`src/rtl/cdc_hs_tx.sv`:
```
// Source-side end of a 4-phase req/ack crossing: accepts words on valid/ready, holds them on
// cdc_data under a level request, and waits for the synchronized acknowledge to rise and fall.
module cdc_hs_tx #(
    parameter int unsigned WIDTH       = 32,
    parameter int unsigned SYNC_STAGES = 3
) (
    input  logic             i_clk,
    input  logic             i_rst_n,
    input  logic             i_s_valid,
    output logic             o_s_ready,
    input  logic [WIDTH-1:0] i_s_data,
    output logic             o_cdc_req,
    output logic [WIDTH-1:0] o_cdc_data,
    input  logic             i_cdc_ack,
    output logic             o_tx_done,
    output logic             o_busy
);

    typedef enum logic [1:0] {StIdle, StReq, StRelease} state_e;

    state_e           r_state;
    state_e           w_state_d;
    logic             r_req;
    logic             w_req_d;
    logic [WIDTH-1:0] r_data;
    logic [WIDTH-1:0] w_data_d;
    logic             r_done;
    logic             w_done_d;
    logic             w_ack_sync;
    logic             w_s_ready;

    (* ASYNC_REG = "TRUE" *) logic [SYNC_STAGES-1:0] r_ack_sync;

    always_ff @(posedge i_clk or negedge i_rst_n) begin
        if (!i_rst_n) begin
            r_ack_sync <= '0;
        end else begin
            r_ack_sync <= {r_ack_sync[SYNC_STAGES-2:0], i_cdc_ack};
        end
    end

    assign w_ack_sync = r_ack_sync[SYNC_STAGES-1];
    // A stale ack in idle blocks new words until the destination has fully released.
    assign w_s_ready  = (r_state == StIdle) && !w_ack_sync;

    always_ff @(posedge i_clk or negedge i_rst_n) begin
        if (!i_rst_n) begin
            r_state <= StIdle;
            r_req   <= 1'b0;
            r_data  <= '0;
            r_done  <= 1'b0;
        end else begin
            r_state <= w_state_d;
            r_req   <= w_req_d;
            r_data  <= w_data_d;
            r_done  <= w_done_d;
        end
    end

    always_comb begin
        w_state_d = r_state;
        w_req_d   = r_req;
        w_data_d  = r_data;
        w_done_d  = 1'b0;
        case (r_state)
            StIdle: begin
                if (i_s_valid && w_s_ready) begin
                    w_data_d  = i_s_data;
                    w_req_d   = 1'b1;
                    w_state_d = StReq;
                end
            end
            StReq: begin
                if (w_ack_sync) begin
                    w_req_d   = 1'b0;
                    w_state_d = StRelease;
                end
            end
            StRelease: begin
                if (!w_ack_sync) begin
                    w_done_d  = 1'b1;
                    w_state_d = StIdle;
                end
            end
            default: begin
                w_req_d   = 1'b0;
                w_state_d = StIdle;
            end
        endcase
    end

    assign o_s_ready  = w_s_ready;
    assign o_cdc_req  = r_req;
    assign o_cdc_data = r_data;
    assign o_tx_done  = r_done;
    assign o_busy     = (r_state != StIdle);

endmodule
```
`config.mk`:
```
export PLATFORM = sky130hd
export DESIGN_NAME = cdc_hs_tx
export DESIGN_NICKNAME = d
export VERILOG_FILES = /design/src/rtl/cdc_hs_tx.sv
export SDC_FILE = /design/constraint.sdc
export NUM_CORES = 1
export LEC_CHECK = 0
export ABC_AREA = 1
export ABC_CLOCK_PERIOD_IN_PS = 1450
export BUFFER_PORTS_ARGS = -buffer_cell sky130_fd_sc_hd__buf_2
export CAP_MARGIN = 25
export CORE_UTILIZATION = 40
export DETAILED_ROUTE_END_ITERATION = 8
export HOLD_SLACK_MARGIN = 0.02
export PLACE_DENSITY = 0.7
export REMOVE_ABC_BUFFERS = 1
export SLEW_MARGIN = 15
export SYNTH_ARGS = -nofsm -noshare
export SYNTH_HDL_FRONTEND = slang
export SYNTH_SLANG_ARGS = --single-unit
```
`constraint.sdc`:
```
create_clock -name i_clk -period 1.45 [get_ports i_clk]
set_input_delay 0.145 -clock i_clk [delete_from_list [all_inputs] [get_ports i_clk]]
set_output_delay 0.145 -clock i_clk [all_outputs]
set_load 0.02 [all_outputs]
```
==> out/qor.yml, run 1 <==
synthesis:
  synth-simple-area-share: 0.311
  synth_mux_area_frac: 0
  synth_top_family_by_area: "simple AND/OR/NAND/NOR gates"
  syn_area_per_cell_sq_um: 9.69
  syn_area_sq_um: 1580
  syn_inst: 163
  yosys.area.top_type: "dfrtp_1"
  synth-compound-area-share: 0.00950
  yosys_warnings: 0
  synth_cell_types: 13
  synth_fa_ha_area_frac: 0
  seq_area_frac_synth: 0.618
  synth.top_cell.area_share: 0.618
  ys_ff_latch: 39
  synth_xor_area_frac: 0
  synth_area_leaders: "dfrtp_1 62%, nand2_1 16%, nand4_1 13%, buf_2 2.9%, buf_6 2.1%"
route:
  first_pass_iters: 4
  detail-route-antenna-nets: 0
  wl_microns: 3670
  vias: 1421
  first_iter_violations: 74
  dr_wl_met2_microns: 1690
  met1_length_microns: 1650
  routed.top_layer: "met4"
  wl_per_cell_microns: 12.8
  drcViolationCount: 0
  wl_met3_microns: 263
  viasPerCell: 4.95
run:
  max_cap_violations: 0
clock_network:
  htreeDepth: 2
  postCtsResizedCells: 0
  cts_tree: "done"
  hold_buffers: 2
  cts-buffers-inserted: 5
  root_buffer: "clkbuf_8"
  cts_setup_buffers: 0
  cts_max_path_buffers: 2
  cts_sinks: 39
  cts.clk_slew.worst_paths_ps: 80
  clkLatencyLatePin_ps: 290
global_route:
  grt_pass1_vias: 1253
  antenna_found_initial: 0
  grt_use_total: 0.185
  grt_max_degree: 35
  gr-total-overflow: 0
  grt_pass1_wl_microns: 5860
setup_path:
  worstSetupPathType: "reg2out"
  crit_fanout: 4
  cp-start-kind: "flop"
  r2r_slack_ps: 170
  r2r_end: "o_cdc_data[29]$_DFFE_PN0P_"
  reg2reg_depth: 4
  critical_path_arrival_ps: 1200
  cp-end-kind: "primary output"
  worstReg2RegStart: "r_state[0]$_DFFE_PN0P_"
  required_ps: 1310
timing:
  slew_violations: 0
  rsz0062_at_grt: "false"
  max_freq_ghz: 0.745
  timing.hold.ws_ps: 98.5
  layout_min_cycle_time_ps: 1340
  fin_crit_sh: 0.926
  worst_pin_slew_ps: 384
  fin_skew_ps: 7.14
  slew_headroom: 0.744
  setup_violations: 0
  final-hold-violation-count: 0
floorplan:
  die_area_sq_um: 4210
  die-width_microns: 64.9
  core-area_sq_um: 3720
  io_pins: 72
  num_rows: 22
  initial_core_util: 0.425
  die_h_microns: 64.9
cells_and_area:
  post-route-util: 0.568
  layout_common_cells: "71 x buf_2, 68 x nand2_1, 39 x dfrtp_1"
  n_antenna_cell: 0
  area_growth_pct: 33.6
  finalNetCount: 274
  drive_above_1_share: 0.377
  mostFrequentLayoutCell: "buf_2"
  n_fill_cell: 349
placed_design:
  portBuffers: 71
  place_hpwl_microns: 2610
  routabilityCongestion: 0.773
power_and_ir_drop:
  internal_power_mw: 2.33
  p_per_area_nw_per_um2: 1730
  combPwrFrac: 0.326
  vdd_drop_max_uv: 647
  seq_power_share: 0.419
  switching_share: 0.362
  clkPwrFrac: 0.256
  leakagePower_nw: 1.20
  p_sw_mw: 1.32
run_status:
  status: "completed"
min_path:
  hold_end: "o_cdc_data[22]$_DFFE_PN0P_"
  hold_depth: 3
  hold_class: "in2reg"
  hold_start: "i_s_data[22]"
[flip-flops by register name (all words and copies together) (netlist names)]
register / flops
o_cdc_data: 32
r_state: 2
r_ack_sync: 3
o_tx_done: 1
o_cdc_req: 1
[power by group through the flow]
stage               sequential [mW]  clock, mW  combinational, mW
floorplan                      1.90          0              0.339
global placement               1.55          0               1.18
detailed placement             1.55          0               1.20
CTS                            1.53      0.952               1.21
global route                   1.57      0.999               1.32
finish                         1.53      0.934               1.19
[cell usage after synthesis]
| cell type | n |
|---|---|
| nor2_4 | 1 |
| nand4_1 | 32 |
| nand2_1 | 68 |
| a21oi_1 | 1 |
| nand3_4 | 1 |
| inv_2 | 1 |
| buf_2 | 9 |
| dfrtp_1 | 39 |
| buf_6 | 3 |
| o21ai_0 | 2 |
| clkbuf_1 | 1 |
| nor2_1 | 2 |
| inv_1 | 3 |
[how the worst max path moves through the flow]
stage	from	end	slack, ps	cells past startpoint
2_1_floorplan	r_state[0]$_DFFE_PN0P_	o_s_ready	-140	3
3_5_place_dp	r_state[0]$_DFFE_PN0P_	o_cdc_data[30]$_DFFE_PN0P_	150	4
4_1_cts	r_state[0]$_DFFE_PN0P_	o_s_ready	90	4
3_3_place_gp	r_state[0]$_DFFE_PN0P_	o_cdc_data[8]$_DFFE_PN0P_	220	4
5_1_grt	r_state[0]$_DFFE_PN0P_	o_s_ready	8	4
6_report	r_state[0]$_DFFE_PN0P_	o_s_ready	110	4
[area by class of cell]
class / count / area [sq um] / share of cell area
clock buffer: 6 / 82.6 / 0.0391
clock inverter: 2 / 35.0 / 0.0166
inverter: 4 / 15.0 / 0.00711
multi-input combinational: 107 / 507 / 0.240
sequential: 39 / 976 / 0.462
tap: 48 / 60.1 / 0.0285
timing repair buffer: 81 / 435 / 0.206
[critical path: stages, from the launching register on]
cell and delay, ps:
dfrtp_1 430, nor2_4 170, inv_1 70, nor2_1 70, buf_2 160
[stage by stage]
stage / total power [mW] / TNS, ps / cells / setup WS [ps] / area, sq um
final: 3.65 / 0 / 287 / 107 / 2110
after global routing: 3.88 / 0 / 287 / 7.80 / 2110
after CTS: 3.69 / 0 / 287 / 88.4 / 2110
after detailed placement: 2.75 / 0 / 277 / 153 / 1970
after global placement: 2.73 / 0 / 277 / 219 / 1970
after floorplan: 2.24 / -1730 / 150 / -138 / 1500
[routing by layer]
metal,vias to the layer above,global-route usage
met4,0,0.0833
met1,657,0.238
met3,7,0.0475
met5,-,0
li1,697,-
met2,60,0.293
[kinds of logic after synthesis]
kind of cell    count (synthesis)
simple gates                  104
buf+inv                        17
compound gates                  3
flops                          39
Note: power is estimated with default switching activity, not from simulation.
==> run 2, diff against run 1 <==
--- a/config.mk
+++ b/config.mk
@@ -11,6 +11,7 @@
 export CAP_MARGIN = 25
 export CORE_UTILIZATION = 40
 export DETAILED_ROUTE_END_ITERATION = 8
+export GPL_TIMING_DRIVEN = 0
 export HOLD_SLACK_MARGIN = 0.02
 export PLACE_DENSITY = 0.7
 export REMOVE_ABC_BUFFERS = 1
==> out/qor.yml, run 2 (synthesized netlist as in run 1, its figures left out) <==
run_status:
  status: "completed"
setup_path:
  crit_fanout: 17
  slowest_delay_ps: 470
  cp-start-kind: "flop"
  crit_slowest_cell: "dfrtp_2"
  critical_path_arrival_ps: 1530
  worstSetupPathType: "reg2reg"
  required_ps: 1620
  cp-end-kind: "flop"
  cpMostUsedCell: "nand2_1"
  worst-path-buf-inv: 1
  critPathTopFamily: "simple AND/OR/NAND/NOR gates"
  path_cells: "nor2_4, buf_4, nand3_4, nand2_1, nand2_1"
global_route:
  grt_max_degree: 40
  antenna_found_initial: 0
  gr-total-overflow: 0
  grt_pass1_wl_microns: 6460
  grt_use_total: 0.211
  grt_pass1_vias: 1335
route:
  detail-route-antenna-nets: 0
  vias: 1409
  first_pass_iters: 4
  viasPerCell: 4.96
  drcViolationCount: 0
  first_iter_violations: 75
  wl_microns: 3990
  wl_per_cell_microns: 14.0
power_and_ir_drop:
  leakagePower_nw: 1.17
  p_sw_mw: 1.37
  seq_power_share: 0.422
  clkPwrFrac: 0.241
  switching_share: 0.373
  vdd_drop_max_uv: 600
  internal_power_mw: 2.29
  combPwrFrac: 0.337
  p_per_area_nw_per_um2: 1740
timing:
  layout_min_cycle_time_ps: 1360
  worst_pin_slew_ps: 841
  final-hold-violation-count: 0
  fin_ws_ps: 92.9
  fin_crit_sh: 0.936
  fin_skew_ps: 6.24
  slew_headroom: 0.440
  slew_violations: 0
  rsz0062_at_grt: "false"
  setup_violations: 0
  max_freq_ghz: 0.737
clock_network:
  cts-buffers-inserted: 5
  cts_sinks: 39
  htreeDepth: 2
  cts_max_path_buffers: 2
  root_buffer: "clkbuf_8"
  clkLatencyLatePin_ps: 280
  cts.clk_slew.worst_paths_ps: 80
  cts_tree: "done"
placed_design:
  placed_cell_area_sq_um: 1910
  portBuffers: 71
  dp_slack_ps: -580
  place_hpwl_microns: 2280
  routabilityCongestion: 0.666
floorplan:
  num_rows: 22
  die_area_sq_um: 4210
  die_h_microns: 64.9
  core-area_sq_um: 3720
  die-width_microns: 64.9
  io_pins: 72
  initial_core_util: 0.425
cells_and_area:
  layout_common_cells: "71 x buf_2, 68 x nand2_1, 37 x dfrtp_1"
  mostFrequentLayoutCell: "buf_2"
  drive_above_1_share: 0.377
  finalNetCount: 271
  n_antenna_cell: 0
  largest_reg_flops: 32
  final_area_sq_um: 2100
  area_growth_pct: 33.2
min_path:
  hold_class: "in2reg"
run:
  max_cap_violations: 0
-- run 2: final cells by class --
type | instances | area (sq um)
clock buffers | 5 | 68.8
flip-flops and latches | 39 | 978
multi-input cells | 109 | 536
clock inverters | 3 | 43.8
fillers | 353 | 1610
repair buffers | 76 | 398
well taps | 48 | 60.1
inverters | 4 | 20.0
-- run 2: metrics by stage --
step	power, mW	std cells	utilization	hold WS [ps]	TNS [ps]
5_1_grt	3.92	284	0.566	101	0
6_report	3.66	284	0.566	103	0
2_1_floorplan	2.24	150	-	-151	-1730
3_3_place_gp	2.70	269	0.515	259	-18330
4_1_cts	3.69	284	0.565	92.9	0
3_5_place_dp	2.73	269	0.515	260	-19170
-- run 2: repair_timing --
action / 4_1_cts / 5_1_grt
pin swaps: 2 / 0
hold endpoints to repair: 40 / 0
gates cloned: 2 / 0
buffers inserted: 3 / 0
resized for setup: 3 / 3
hold buffers: 2 / 0
setup endpoints to repair: 36 / 33
-- run 2: worst min-delay path, stage by stage --
cell and delay [ps]:
buf_2 90, nand4_1 70, nand2_1 50
-- run 2: power by group through the flow --
stage / registers, mW / logic (mW) / clock network, mW
finish: 1.55 / 1.23 / 0.882
global route: 1.58 / 1.37 / 0.976
CTS: 1.54 / 1.25 / 0.908
detailed placement: 1.55 / 1.18 / 0
global placement: 1.54 / 1.16 / 0
floorplan: 1.90 / 0.339 / 0
-- run 2: path summary, 6_finish.rpt --
kind	start	end	slack [ps]	cells after the start
setup / recovery	r_state[1]$_DFFE_PN0P_	o_cdc_data[19]$_DFFE_PN0P_	90	5
hold / removal	i_s_data[8]	o_cdc_data[8]$_DFFE_PN0P_	100	3
setup reg to reg	r_state[1]$_DFFE_PN0P_	o_cdc_data[19]$_DFFE_PN0P_	90	5
hold reg to reg	r_ack_sync[0]$_DFF_PN0_	r_ack_sync[1]$_DFF_PN0_	350	0
max in group asynchronous	i_rst_n	r_state[1]$_DFFE_PN0P_	380	2
min in group asynchronous	i_rst_n	o_cdc_data[1]$_DFFE_PN0P_	500	2
-- run 2: layer usage --
| layer | wire (microns) | up-vias | GRT usage | share of wire |
|---|---|---|---|---|
| li1 | - | 695 | - | - |
| met1 | 1840 | 659 | 0.261 | 0.46 |
| met2 | 1890 | 51 | 0.354 | 0.47 |
| met3 | 204 | 4 | 0.0581 | 0.051 |
| met4 | 53 | 0 | 0.0667 | 0.013 |
| met5 | 0 | - | 0 | 0 |
==> run 3, diff against run 2 <==
==> constraint.sdc (replaced) <==
create_clock -name i_clk -period 1.45 [get_ports i_clk]
set_input_delay 0.2175 -clock i_clk [delete_from_list [all_inputs] [get_ports i_clk]]
set_output_delay 0.2175 -clock i_clk [all_outputs]
set_load 0.02 [all_outputs]
==> out/qor.yml, run 3 (synthesized netlist as in run 1, its figures left out) <==
setup_path:
  required_ps: 1230
  r2r_end: "o_cdc_data[14]$_DFFE_PN0P_"
  path_cells: "nor2_4, inv_2, nor2_1, buf_4"
  r2r_slack_ps: 80
  crit_slowest_cell: "dfrtp_2"
  crit_cells: 4
  critical_path_arrival_ps: 1150
  worstSetupPathType: "reg2out"
  reg2reg_depth: 7
  crit_fanout: 5
  slowest_delay_ps: 450
  cp-start-kind: "flop"
  cp-end-kind: "primary output"
  critPathTopFamily: "flip-flops"
  worstReg2RegStart: "r_state[0]$_DFFE_PN0P_"
  worst-path-buf-inv: 2
timing:
  setup_violations: 0
  fin_crit_sh: 0.944
  max_freq_ghz: 0.730
  fin_skew_ps: 6.96
  final-hold-violation-count: 0
  layout_min_cycle_time_ps: 1370
  worst_pin_slew_ps: 838
  slew_headroom: 0.441
  fin_ws_ps: 80.6
  slew_violations: 0
route:
  drcViolationCount: 0
  wl_microns: 4000
  first_iter_violations: 106
  first_pass_iters: 4
  viasPerCell: 4.90
  vias: 1407
  wl_per_cell_microns: 13.9
  detail-route-antenna-nets: 0
placed_design:
  dp_slack_ps: -580
  portBuffers: 71
  routabilityCongestion: 0.666
  place_hpwl_microns: 2280
  dp_cells: 269
  placed_cell_area_sq_um: 1910
power_and_ir_drop:
  vdd_drop_max_uv: 607
  seq_power_share: 0.413
  combPwrFrac: 0.351
  p_per_area_nw_per_um2: 1740
  switching_share: 0.370
  internal_power_mw: 2.35
  p_sw_mw: 1.38
  leakagePower_nw: 1.20
  clkPwrFrac: 0.237
floorplan:
  initial_core_util: 0.425
  die_area_sq_um: 4210
  io_pins: 72
  core-area_sq_um: 3720
  die_h_microns: 64.9
  die-width_microns: 64.9
  num_rows: 22
cells_and_area:
  mostFrequentLayoutCell: "buf_2"
  drive_above_1_share: 0.397
  n_fill_cell: 347
  finalNetCount: 274
  layout_common_cells: "70 x buf_2, 68 x nand2_1, 37 x dfrtp_1"
  area_growth_pct: 35.5
  post-route-util: 0.576
  largest_reg_flops: 32
  finalNonFillerCells: 287
  final_area_sq_um: 2140
  n_antenna_cell: 0
global_route:
  antenna_found_initial: 0
  grt_use_total: 0.211
  grt_pass1_wl_microns: 6470
  gr-total-overflow: 0
  grt_pass1_vias: 1319
  grt_max_degree: 40
clock_network:
  htreeDepth: 2
  root_buffer: "clkbuf_8"
  cts_sinks: 39
  cts.clk_slew.worst_paths_ps: 80
  cts_tree: "done"
  clkLatencyLatePin_ps: 290
  cts-buffers-inserted: 5
  cts_max_path_buffers: 2
  hold_buffers: 0
run_status:
  status: "completed"
min_path:
  hold_class: "in2async"
run:
  max_cap_violations: 0
[run 3: how the worst max path moves through the flow]
stage | start | end | slack [ps]
4_1_cts | r_state[0]$_DFFE_PN0P_ | o_cdc_data[24]$_DFFE_PN0P_ | -10
6_report | r_state[0]$_DFFE_PN0P_ | o_s_ready | 80
3_5_place_dp | r_state[0]$_DFFE_PN0P_ | o_cdc_data[20]$_DFFE_PN0P_ | -580
5_1_grt | r_state[0]$_DFFE_PN0P_ | o_cdc_data[28]$_DFFE_PN0P_ | -2
2_1_floorplan | r_state[0]$_DFFE_PN0P_ | o_s_ready | -210
3_3_place_gp | r_state[0]$_DFFE_PN0P_ | o_cdc_data[2]$_DFFE_PN0P_ | -550
[run 3: timing repair]
action,CTS,global route
endpoints found under the setup margin,36,33
cloned,2,0
pin swaps,1,1
setup buffers,5,3
resized for setup,3,6
[run 3: layout make-up]
type | count | area (sq um) | area share
clock buffers | 5 | 68.8 | 0.0321
repair buffers | 79 | 434 | 0.203
inverters | 4 | 20.0 | 0.00935
well taps | 48 | 60.1 | 0.0281
multi-input cells | 109 | 536 | 0.250
flip-flops and latches | 39 | 978 | 0.457
clock inverters | 3 | 43.8 | 0.0205
[run 3: layer usage]
metal,up-vias,part of all wire,global-route usage
met4,0,0.013,0.0667
met2,50,0.47,0.350
met5,-,0,0
met3,4,0.044,0.0581
met1,652,0.47,0.264
li1,701,-,-
[run 3: per-stage QoR]
stage	TNS [ps]	hold WS, ps	power (mW)
2_1_floorplan	-1810	-78.1	2.24
3_3_place_gp	-18480	331	2.70
3_5_place_dp	-19310	333	2.73
4_1_cts	-55.6	24.2	3.72
5_1_grt	-4.20	20.5	3.98
6_report	0	34.3	3.73
[run 3: power by group through the flow]
stage	clock network (mW)	registers, mW	logic [mW]
after floorplan	0	1.90	0.339
after CTS	0.908	1.54	1.28
after global routing	0.972	1.57	1.45
final	0.882	1.54	1.31
after global placement	0	1.54	1.16
after detailed placement	0	1.55	1.18
[run 3: worst register-to-register path, delay by kind of cell, from the launching register on]
kind / cells / cell delay (ps)
buffers and inverters: 4 / 500
AND/OR/NAND/NOR: 3 / 350
flip-flops: 1 / 450
